$ cat config.mk
export PLATFORM = sky130hd
export DESIGN_NAME = multicycle_ctrl_fsm
export DESIGN_NICKNAME = d
export VERILOG_FILES = /design/src/rtl/multicycle_ctrl_fsm.sv
export SDC_FILE = /design/constraint.sdc
export NUM_CORES = 1
export LEC_CHECK = 0
export ABC_AREA = 1
export ABC_CLOCK_PERIOD_IN_PS = 1400
export BUFFER_PORTS_ARGS = -buffer_cell sky130_fd_sc_hd__buf_2
export CAP_MARGIN = 20
export CORE_MARGIN = 5
export CORE_UTILIZATION = 25
export CTS_CLUSTER_SIZE = 20
export DETAILED_ROUTE_END_ITERATION = 16
export GPL_TIMING_DRIVEN = 0
export SYNTH_ARGS = -nofsm -noshare
export SYNTH_HDL_FRONTEND = slang
export SYNTH_SLANG_ARGS = --single-unit
$ cat constraint.sdc
create_clock -name MCC_CLOCK_50 -period 1.4 [get_ports MCC_CLOCK_50]
set_input_delay 0.21 -clock MCC_CLOCK_50 [delete_from_list [all_inputs] [get_ports MCC_CLOCK_50]]
set_output_delay 0.21 -clock MCC_CLOCK_50 [all_outputs]
set_load 0.02 [all_outputs]
$ cat src/rtl/multicycle_ctrl_fsm.sv
// Main control FSM of the multicycle RV32I core.
// It decodes the opcode and sequences the ALU, the register file, the PC/IR registers and the memory
// port, one instruction at a time. A watchdog traps a memory handshake that stalls.
module multicycle_ctrl_fsm #(
   parameter int unsigned MEM_TIMEOUT = 255,
   parameter int unsigned TIMEOUT_W   = 8
) (
   input  logic       MCC_CLOCK_50,
   input  logic       MCC_RESET_InLow,
   input  logic [6:0] MCC_Opcode_InBUS,
   input  logic       MCC_MemAck_In,
   output logic       MCC_MemReq_Out,
   output logic       MCC_MemWrite_Out,
   output logic       MCC_IorD_Out,
   output logic       MCC_IrWrite_Out,
   output logic       MCC_PcWrite_Out,
   output logic       MCC_PcWriteCond_Out,
   output logic       MCC_PcSrc_Out,
   output logic       MCC_OldPcWrite_Out,
   output logic [1:0] MCC_AluOP_OutBUS,
   output logic [1:0] MCC_AluSrcA_OutBUS,
   output logic [1:0] MCC_AluSrcB_OutBUS,
   output logic       MCC_RegWrite_Out,
   output logic [1:0] MCC_ResultSrc_OutBUS,
   output logic       MCC_InstRetired_Out,
   output logic       MCC_Trap_Out,
   output logic       MCC_TrapCause_Out,
   output logic [3:0] MCC_State_OutBUS
);

   typedef enum logic [3:0] {
      S_BOOT     = 4'd0,
      S_FETCH    = 4'd1,
      S_DECODE   = 4'd2,
      S_EXEC_R   = 4'd3,
      S_EXEC_I   = 4'd4,
      S_LUI      = 4'd5,
      S_JALR     = 4'd6,
      S_MEM_ADDR = 4'd7,
      S_MEM_RD   = 4'd8,
      S_MEM_WR   = 4'd9,
      S_MEM_WB   = 4'd10,
      S_ALU_WB   = 4'd11,
      S_JUMP_WB  = 4'd12,
      S_BRANCH   = 4'd13,
      S_TRAP     = 4'd15
   } state_e;

   // Watchdog value seen on the last permitted wait cycle: another miss means MEM_TIMEOUT cycles elapsed.
   localparam logic [TIMEOUT_W-1:0] WD_LAST = TIMEOUT_W'(MEM_TIMEOUT - 1);

   state_e               state_q;
   logic [TIMEOUT_W-1:0] wd_q;
   logic                 trap_q;
   logic                 cause_q;
   logic                 wd_expired;

   assign wd_expired = (wd_q == WD_LAST);

   // State, watchdog and sticky trap. The watchdog is cleared on every cycle except a stalled wait,
   // so entering a memory state or receiving an ack always restarts it.
   always_ff @(posedge MCC_CLOCK_50) begin
      if (!MCC_RESET_InLow) begin
         state_q <= S_BOOT;
         wd_q    <= '0;
         trap_q  <= 1'b0;
         cause_q <= 1'b0;
      end else begin
         wd_q <= '0;
         case (state_q)
            S_BOOT:     state_q <= S_FETCH;
            S_FETCH, S_MEM_RD, S_MEM_WR: begin
               if (MCC_MemAck_In) begin
                  // An ack on the timeout cycle still completes the transaction.
                  case (state_q)
                     S_FETCH:  state_q <= S_DECODE;
                     S_MEM_RD: state_q <= S_MEM_WB;
                     default:  state_q <= S_FETCH;
                  endcase
               end else if (wd_expired) begin
                  state_q <= S_TRAP;
                  trap_q  <= 1'b1;
                  cause_q <= 1'b1;
               end else begin
                  wd_q <= wd_q + 1'b1;
               end
            end
            S_DECODE: begin
               case (MCC_Opcode_InBUS)
                  7'b0110011:             state_q <= S_EXEC_R;
                  7'b0010011:             state_q <= S_EXEC_I;
                  7'b0000011, 7'b0100011: state_q <= S_MEM_ADDR;
                  7'b0110111:             state_q <= S_LUI;
                  7'b0010111:             state_q <= S_ALU_WB;
                  7'b1101111:             state_q <= S_JUMP_WB;
                  7'b1100111:             state_q <= S_JALR;
                  7'b1100011:             state_q <= S_BRANCH;
                  default: begin
                     state_q <= S_TRAP;
                     trap_q  <= 1'b1;
                     cause_q <= 1'b0;
                  end
               endcase
            end
            S_EXEC_R, S_EXEC_I, S_LUI: state_q <= S_ALU_WB;
            S_JALR:     state_q <= S_JUMP_WB;
            S_MEM_ADDR: state_q <= MCC_Opcode_InBUS[5] ? S_MEM_WR : S_MEM_RD;
            S_MEM_WB, S_ALU_WB, S_JUMP_WB, S_BRANCH: state_q <= S_FETCH;
            S_TRAP:     state_q <= S_TRAP;
            default: begin
               state_q <= S_TRAP;
               trap_q  <= 1'b1;
               cause_q <= 1'b0;
            end
         endcase
      end
   end

   // Moore decode of the control word. The fetch writes and the store retire are qualified by the ack.
   always_comb begin
      MCC_MemReq_Out       = 1'b0;
      MCC_MemWrite_Out     = 1'b0;
      MCC_IorD_Out         = 1'b0;
      MCC_IrWrite_Out      = 1'b0;
      MCC_PcWrite_Out      = 1'b0;
      MCC_PcWriteCond_Out  = 1'b0;
      MCC_PcSrc_Out        = 1'b0;
      MCC_OldPcWrite_Out   = 1'b0;
      MCC_AluOP_OutBUS     = 2'b00;
      MCC_AluSrcA_OutBUS   = 2'b00;
      MCC_AluSrcB_OutBUS   = 2'b00;
      MCC_RegWrite_Out     = 1'b0;
      MCC_ResultSrc_OutBUS = 2'b00;
      MCC_InstRetired_Out  = 1'b0;
      case (state_q)
         S_FETCH: begin
            MCC_MemReq_Out     = 1'b1;
            MCC_AluSrcB_OutBUS = 2'b10;
            MCC_AluOP_OutBUS   = 2'b01;
            MCC_IrWrite_Out    = MCC_MemAck_In;
            MCC_PcWrite_Out    = MCC_MemAck_In;
            MCC_OldPcWrite_Out = MCC_MemAck_In;
         end
         S_DECODE: begin
            MCC_AluSrcA_OutBUS = 2'b01;
            MCC_AluSrcB_OutBUS = 2'b01;
            MCC_AluOP_OutBUS   = 2'b01;
         end
         S_EXEC_R: MCC_AluSrcA_OutBUS = 2'b10;
         S_EXEC_I: begin
            MCC_AluSrcA_OutBUS = 2'b10;
            MCC_AluSrcB_OutBUS = 2'b01;
         end
         S_LUI: begin
            MCC_AluSrcA_OutBUS = 2'b11;
            MCC_AluOP_OutBUS   = 2'b10;
         end
         S_JALR, S_MEM_ADDR: begin
            MCC_AluSrcA_OutBUS = 2'b10;
            MCC_AluSrcB_OutBUS = 2'b01;
            MCC_AluOP_OutBUS   = 2'b01;
         end
         S_MEM_RD: begin
            MCC_MemReq_Out = 1'b1;
            MCC_IorD_Out   = 1'b1;
         end
         S_MEM_WR: begin
            MCC_MemReq_Out      = 1'b1;
            MCC_MemWrite_Out    = 1'b1;
            MCC_IorD_Out        = 1'b1;
            MCC_InstRetired_Out = MCC_MemAck_In;
         end
         S_MEM_WB: begin
            MCC_RegWrite_Out     = 1'b1;
            MCC_ResultSrc_OutBUS = 2'b01;
            MCC_InstRetired_Out  = 1'b1;
         end
         S_ALU_WB: begin
            MCC_RegWrite_Out    = 1'b1;
            MCC_InstRetired_Out = 1'b1;
         end
         S_JUMP_WB: begin
            MCC_RegWrite_Out     = 1'b1;
            MCC_ResultSrc_OutBUS = 2'b10;
            MCC_PcWrite_Out      = 1'b1;
            MCC_PcSrc_Out        = 1'b1;
            MCC_InstRetired_Out  = 1'b1;
         end
         S_BRANCH: begin
            MCC_AluSrcA_OutBUS  = 2'b10;
            MCC_PcWriteCond_Out = 1'b1;
            MCC_PcSrc_Out       = 1'b1;
            MCC_InstRetired_Out = 1'b1;
         end
         default: ;
      endcase
   end

   assign MCC_Trap_Out      = trap_q;
   assign MCC_TrapCause_Out = cause_q;
   assign MCC_State_OutBUS  = state_q;

endmodule

==> Implementation_results.wiki, run 1 <==
{| class="wikitable"
! Metric !! Value
|-
| Final core utilization || 0.378
|-
| Number of flip-flops and latches in the synthesized netlist || 14
|-
| Delay-heaviest family, CP || simple AND/OR/NAND/NOR gates
|-
| Worst max-slew margin expressed relative to the limit || 0.774
|-
| Count of unresolved DRC violations after routing || 0
|-
| Pre-antenna DRT Iters || 4
|-
| Routed via count || roughly 1,300
|-
| Total GRT Usage || 0.0964
|-
| Total clock buffers created by CTS || 3
|-
| Initial antenna violation count || 0
|-
| Maximum fanout count along the critical path || 6
|-
| Number of warning messages in the yosys log || 0
|-
| Met2 capacity usage during global routing || 0.163
|-
| Chain of cells forming the critical path || inv_2, nor2_4, nand2_4, nor2_4, buf_6, buf_6
|-
| Clk pin slew, worst setup/hold paths || ~0.06 ns
|-
| Crit path kind || reg2out
|-
| Min-Delay Endpoint || MCC_Trap_Out$_SDFFE_PN0P_
|-
| Startpoint Class || register
|-
| Clock insertion delay at the later pin of the skew report || between 0.2 and 0.25 ns
|-
| Result of the run || complete, but fails checks
|-
| Highest-utilization routing layer at the global route stage || met2
|-
| Share of cells above drive strength 1 || 0.366
|-
| Gate count after technology mapping || roughly 190
|-
| Remaining number of nets flagged by the antenna check after routing || 0
|-
| Final cell count without fillers || 287
|-
| Average detailed-routed wire length per instance || between 10 and 15 um
|-
| Routability Congestion || roughly 0.86
|-
| Global routing met3 resource utilization || 0.0284
|-
| Standard cell core area || 4290 um^2
|-
| Peak supply drop || slightly above 0.0005 V
|-
| Cell with the largest stage delay on the worst path || sky130_fd_sc_hd__dfxtp_4
|-
| Path class of the lowest-slack min-delay path || in2reg
|-
| Area growth from synthesis to layout || 47.6%
|-
| Synthesized area divided by synthesized cell count || 5.84 um^2
|-
| Number of diodes added for antenna fixing || 0
|-
| Capture instance of the worst register-to-register path || MCC_TrapCause_Out$_SDFFE_PN0P_
|-
| Crit. End Element || output pin
|-
| Area of the mapped netlist || ~1100 um^2
|-
| # setup viols final || 13
|-
| Count of different cell masters after synthesis || 24
|-
| Startpoint of the worst-slack reg-to-reg timing path || MCC_State_OutBUS[3]$_SDFFE_PN0P_
|-
| Net count after synthesis || 200
|-
| Iteration-0 DRC Markers || 30
|-
| Power density over the cells || ~2000 nW/um^2
|-
| Largest stage delay on the critical path || 0.37 ns
|-
| # IOs || 34
|-
| Setup repair after global routing missed its margin || true
|-
| I/O Buffers || 33
|-
| Hold slack || 0.255 ns
|-
| Crit share post-route || 1.04
|-
| Hold depth || 3
|-
| Total number of H-tree levels || 1
|-
| Data required time of the critical path || about 1.2 ns
|-
| Critical path data arrival time || ~1.3 ns
|-
| Number of cells after detailed placement || approximately 270
|-
| Fin. max-slew vios || 0
|-
| Commonest non-fill, non-tap cell in the layout || sky130_fd_sc_hd__nand2_1
|-
| Number of global-route vias before repair || between 1,000 and 1,500
|-
| HPWL reported at the end of detailed placement || between 2000 and 2500 um
|-
| Most frequent cells in the layout || 49 x sky130_fd_sc_hd__nand2_1, 35 x sky130_fd_sc_hd__nor2_1, 22 x sky130_fd_sc_hd__inv_1
|-
| Clock tree from TritonCTS || built
|-
| Minimum period implied by the final worst setup slack || 1.46 ns
|-
| Floorplan die height || between 70 and 80 um
|-
| First-pass GRT wire length || 4950 um
|-
| Overall die area || just under 6000 um^2
|-
| Violated checks || setup timing
|-
| Final hold violations || 0
|-
| Total Wirelength || 2930 um
|-
| X dimension of the die || 76.3 um
|-
| Leak || 0.000815 uW
|-
| Maximum clock frequency || between 600 and 700 MHz
|-
| Count of buffer and inverter cells on the critical path || 3
|-
| R2r setup slk || -0.02 ns
|-
| Starting density of the core || 0.256
|-
| Nets@finish || around 250
|-
| Met1 track demand over resource in global routing || 0.113
|-
| HP Start || MCC_RESET_InLow
|-
| Number of vias per cell || roughly 4.5
|-
| Slew at the pin closest to its max-slew limit || between 0.3 and 0.4 ns
|-
| Final setup slack of the worst path || -0.0577 ns
|-
| Global-route congestion overflow total || 0
|-
| Clock root cell || sky130_fd_sc_hd__clkbuf_8
|-
| Pin count of the biggest net entering global routing || 9
|-
| Max-cap viol count || 0
|-
| Layout Skew || ~0.0022 ns
|-
| Total clock sinks || 14
|-
| Site row count || 24
|-
| Buffer depth of the longest clock path || 2
|-
| R2r worst-path depth || 10
|-
| Sequential element share of the synthesized area || 0.255
|}
-- final cells by class --
| class | instances | area, um^2 |
|---|---|---|
| plain buffers | 1 | 11.3 |
| clock buffers | 4 | 55.1 |
| fillers | 487 | 2670 |
| inverters | 27 | 104 |
| multi-input cells | 145 | 783 |
| flip-flops and latches | 14 | 295 |
| well taps | 52 | 65.1 |
| repair buffers | 44 | 308 |
-- cell families (layout without fill, tap and decap cells) --
| logic type | Yosys count | after routing | share of synthesized area |
|---|---|---|---|
| AOI/OAI and AO/OA | 21 | 21 | 0.112 |
| DFF | 14 | 14 | 0.255 |
| xor gates and xnor gates | 3 | 3 | 0.0239 |
| adders and majority gates | 2 | 2 | 0.0228 |
| buffers and inverters | 29 | 76 | 0.104 |
| and+or+nand+nor | 119 | 119 | 0.483 |
-- through the flow --
step	cell area, um^2	worst slack (ns)	power [uW]	TNS (ns)
after global placement	1350	-0.00666	2260	-0.00824
after global routing	1620	-0.130	3520	-2.12
after detailed placement	1350	-0.00647	2270	-0.00714
final	1620	-0.0577	3260	-0.423
after CTS	1560	-0.0606	3110	-0.233
after floorplan	1120	-0.0352	1820	-0.0352
-- repair_timing --
item	in CTS	in global routing
endpoints found under the hold margin	0	0
gates cloned	0	0
hold buffers	0	0
pin swaps	5	9
setup buffers	10	1
resized for setup	24	20
endpoints found under the setup margin	16	27
-- synthesized netlist by cell type (all sizes together) --
cell type	instances	area, um^2
o211ai	2	15.0
xor2	1	8.76
nand4	5	46.3
nand2	57	216
o21ai	8	51.3
nor3b	2	25.0
dfxtp	14	280
buf	2	12.5
a31oi	1	6.26
nand3	10	55.1
a21oi	10	50.1
xnor2	2	17.5
nand3b	1	7.51
inv	27	101
ha	2	25.0
nor2	44	180
-- power by group --
group	switching (uW)	internal (uW)	total [uW]	leakage (uW)
combinational	1280	952	2230	0.000670
clock	140	249	389	0.0000288
sequential	137	507	644	0.000117
total	1550	1710	3260	0.000815
-- how the worst max path moves through the flow --
| stage | from | endpoint | slack (ns) | cells after the start |
|---|---|---|---|---|
| after floorplan | MCC_State_OutBUS[1]$_SDFFE_PN0P_ | MCC_PcWrite_Out | -0.04 | 6 |
| after global placement | MCC_Opcode_InBUS[3] | MCC_Trap_Out$_SDFFE_PN0P_ | -0.007 | 11 |
| after detailed placement | MCC_State_OutBUS[3]$_SDFFE_PN0P_ | MCC_TrapCause_Out$_SDFFE_PN0P_ | -0.006 | 8 |
| after CTS | MCC_State_OutBUS[0]$_SDFFE_PN0P_ | MCC_OldPcWrite_Out | -0.06 | 6 |
| after global routing | MCC_State_OutBUS[1]$_SDFFE_PN0P_ | MCC_AluSrcB_OutBUS[0] | -0.13 | 5 |
| final | MCC_State_OutBUS[0]$_SDFFE_PN0P_ | MCC_OldPcWrite_Out | -0.06 | 6 |
-- worst min-delay path: cells and delay by family --
family | cells | cell delay [ns]
simple gates | 1 | 0.04
buf+inv | 2 | 0.21
-- layer usage --
layer | up-vias | share of wire
met5 | - | 0
met4 | 0 | 0.015
met3 | 4 | 0.059
met2 | 36 | 0.48
met1 | 566 | 0.44
li1 | 683 | -
-- registers in the layout (all words and copies together), names as in the netlist --
register,flops
wd_q,8
MCC_State_OutBUS,4
MCC_TrapCause_Out,1
MCC_Trap_Out,1
Note: power is estimated with default switching activity, not from simulation.
==> inputs of run 2 (changes only) <==
Settings changed: CORE_UTILIZATION 25 to 45, PLACE_DENSITY from default to 0.74.
==> Implementation_results.wiki, run 2 (same netlist as run 1, synthesis figures left out) <==
{| class="wikitable"
! Metric !! Value
|-
| Power density over the cells || about 2000 nW/um^2
|-
| Routed via count || 1,297
|-
| Pre-CTS setup slack || -0.0241 ns
|-
| Final setup slack of the worst path || -0.151 ns
|-
| Leak || ~0.0008 uW
|-
| Total clock sinks || 14
|-
| Total clock buffers created by CTS || 3
|-
| Layout Skew || between 0.002 and 0.0025 ns
|-
| Initial antenna violation count || 0
|-
| Clock root cell || sky130_fd_sc_hd__clkbuf_4
|-
| Floorplan die height || ~60 um
|-
| Number of diodes added for antenna fixing || 0
|-
| Number of flip-flops under the largest register name || 8
|-
| Number of cells after detailed placement || ~250
|-
| Startpoint Class || register
|-
| Count of buffer and inverter cells on the critical path || 3
|-
| Result of the run || complete, but fails checks
|-
| Hold slack || approximately 0.21 ns
|-
| # IOs || 34
|-
| Maximum clock frequency || around 640 MHz
|-
| Starting density of the core || 0.456
|-
| Total power draw || 3130 uW
|-
| Path class of the lowest-slack min-delay path || in2reg
|-
| Largest stage delay on the critical path || 0.41 ns
|-
| Critical path data arrival time || approximately 1.3 ns
|-
| Commonest non-fill, non-tap cell in the layout || sky130_fd_sc_hd__nand2_1
|-
| Pin count of the biggest net entering global routing || 10
|-
| Data required time of the critical path || between 1 and 1.5 ns
|-
| Total Wirelength || between 3000 and 4000 um
|-
| Chain of cells forming the critical path || inv_4, nor2_4, inv_2, o21ai_4, buf_6
|-
| Standard cell core area || between 2000 and 2500 um^2
|-
| Iteration-0 DRC Markers || 50
|-
| Number of vias per cell || about 4.9
|-
| Buffer depth of the longest clock path || 2
|-
| X dimension of the die || just under 60 um
|-
| Slew at the pin closest to its max-slew limit || around 0.35 ns
|-
| Number of global-route vias before repair || 1,135
|-
| Global-route congestion overflow total || 0
|-
| Clock insertion delay at the later pin of the skew report || 0.28 ns
|-
| Crit path kind || reg2out
|-
| Peak supply drop || 0.00151 V
|-
| # hold bufs at CTS || 0
|-
| Register bank with the most flops || wd_q
|-
| Final core utilization || 0.648
|-
| Final hold violations || 0
|-
| Overall die area || around 3500 um^2
|-
| Routability Congestion || slightly below 0.8
|-
| Share of cells above drive strength 1 || 0.349
|-
| Final cell count without fillers || between 200 and 300
|-
| Site row count || 18
|-
| Setup repair after global routing missed its margin || true
|-
| Total GRT Usage || 0.168
|-
| Count of unresolved DRC violations after routing || 0
|-
| Average detailed-routed wire length per instance || between 10 and 15 um
|-
| I/O Buffers || 33
|-
| Fin. max-slew vios || 0
|-
| Violated checks || setup timing
|-
| Pre-antenna DRT Iters || 4
|-
| # setup viols final || 27
|-
| Worst max-slew margin expressed relative to the limit || 0.769
|-
| HPWL reported at the end of detailed placement || about 2100 um
|-
| Maximum fanout count along the critical path || 5
|-
| Nets@finish || 248
|-
| Crit. End Element || output pin
|-
| Remaining number of nets flagged by the antenna check after routing || 0
|-
| Cell with the largest stage delay on the worst path || sky130_fd_sc_hd__dfxtp_4
|-
| Max-cap viol count || 0
|-
| Minimum period implied by the final worst setup slack || roughly 1.6 ns
|-
| Clock tree from TritonCTS || built
|-
| Clk pin slew, worst setup/hold paths || 0.08 ns
|-
| Total number of H-tree levels || 1
|-
| First-pass GRT wire length || 4790 um
|-
| Delay-heaviest family, CP || flip-flops
|-
| Area growth from synthesis to layout || 42.1%
|-
| Most frequent cells in the layout || 51 x sky130_fd_sc_hd__nand2_1, 36 x sky130_fd_sc_hd__nor2_1, 22 x sky130_fd_sc_hd__inv_1
|-
| Crit share post-route || 1.11
|}
run 2: cell counts in the layout (fill, tap and decap cells not counted):
No cell type changed its count.
run 2: per-stage QoR:
step	TNS, ns	area (um^2)
after floorplan	-0.0352	1120
after global placement	0	1330
after detailed placement	-0.0354	1330
after CTS	-0.951	1520
after global routing	-4.39	1560
final	-1.53	1560
run 2: final cells by class:
type	instances	area, um^2
Fill cell	245	848
Multi-Input combinational cell	145	771
Timing Repair Buffer	44	307
Sequential cell	14	295
Inverter	27	104
Tap cell	30	37.5
Clock buffer	4	36.3
Buffer	1	11.3
run 2: metal layers:
metal,global-route usage,wire length (um)
met5,0,0
met4,0.0227,38
met3,0.0414,244
met2,0.271,1420
met1,0.231,1330
run 2: tightest hold or removal path, stage by stage:
cell,delay (ns)
sky130_fd_sc_hd__buf_2,0.14
sky130_fd_sc_hd__inv_1,0.06
sky130_fd_sc_hd__nor2_1,0.04
run 2: worst paths after layout:
kind	from	to	slack (ns)	depth (start not counted)
worst max-delay path	MCC_State_OutBUS[3]$_SDFFE_PN0P_	MCC_MemReq_Out	-0.15	5
worst max register to register	MCC_State_OutBUS[3]$_SDFFE_PN0P_	wd_q[2]$_SDFF_PP0_	-0.09	7
worst min register to register	wd_q[0]$_SDFF_PP0_	wd_q[0]$_SDFF_PP0_	0.49	1
worst min-delay path	MCC_RESET_InLow	MCC_Trap_Out$_SDFFE_PN0P_	0.21	3
run 2: timing repair:
| action | CTS | global route |
|---|---|---|
| buffers inserted | 8 | 3 |
| pin swaps | 5 | 2 |
| resized for setup | 36 | 9 |
| setup endpoints to repair | 18 | 32 |
run 2: where the power goes:
part | switching (uW) | total [uW] | leakage, uW | internal, uW
combinational | 1270 | 2190 | 0.000664 | 927
sequential | 145 | 652 | 0.000117 | 507
clock | 127 | 285 | 0.0000210 | 158
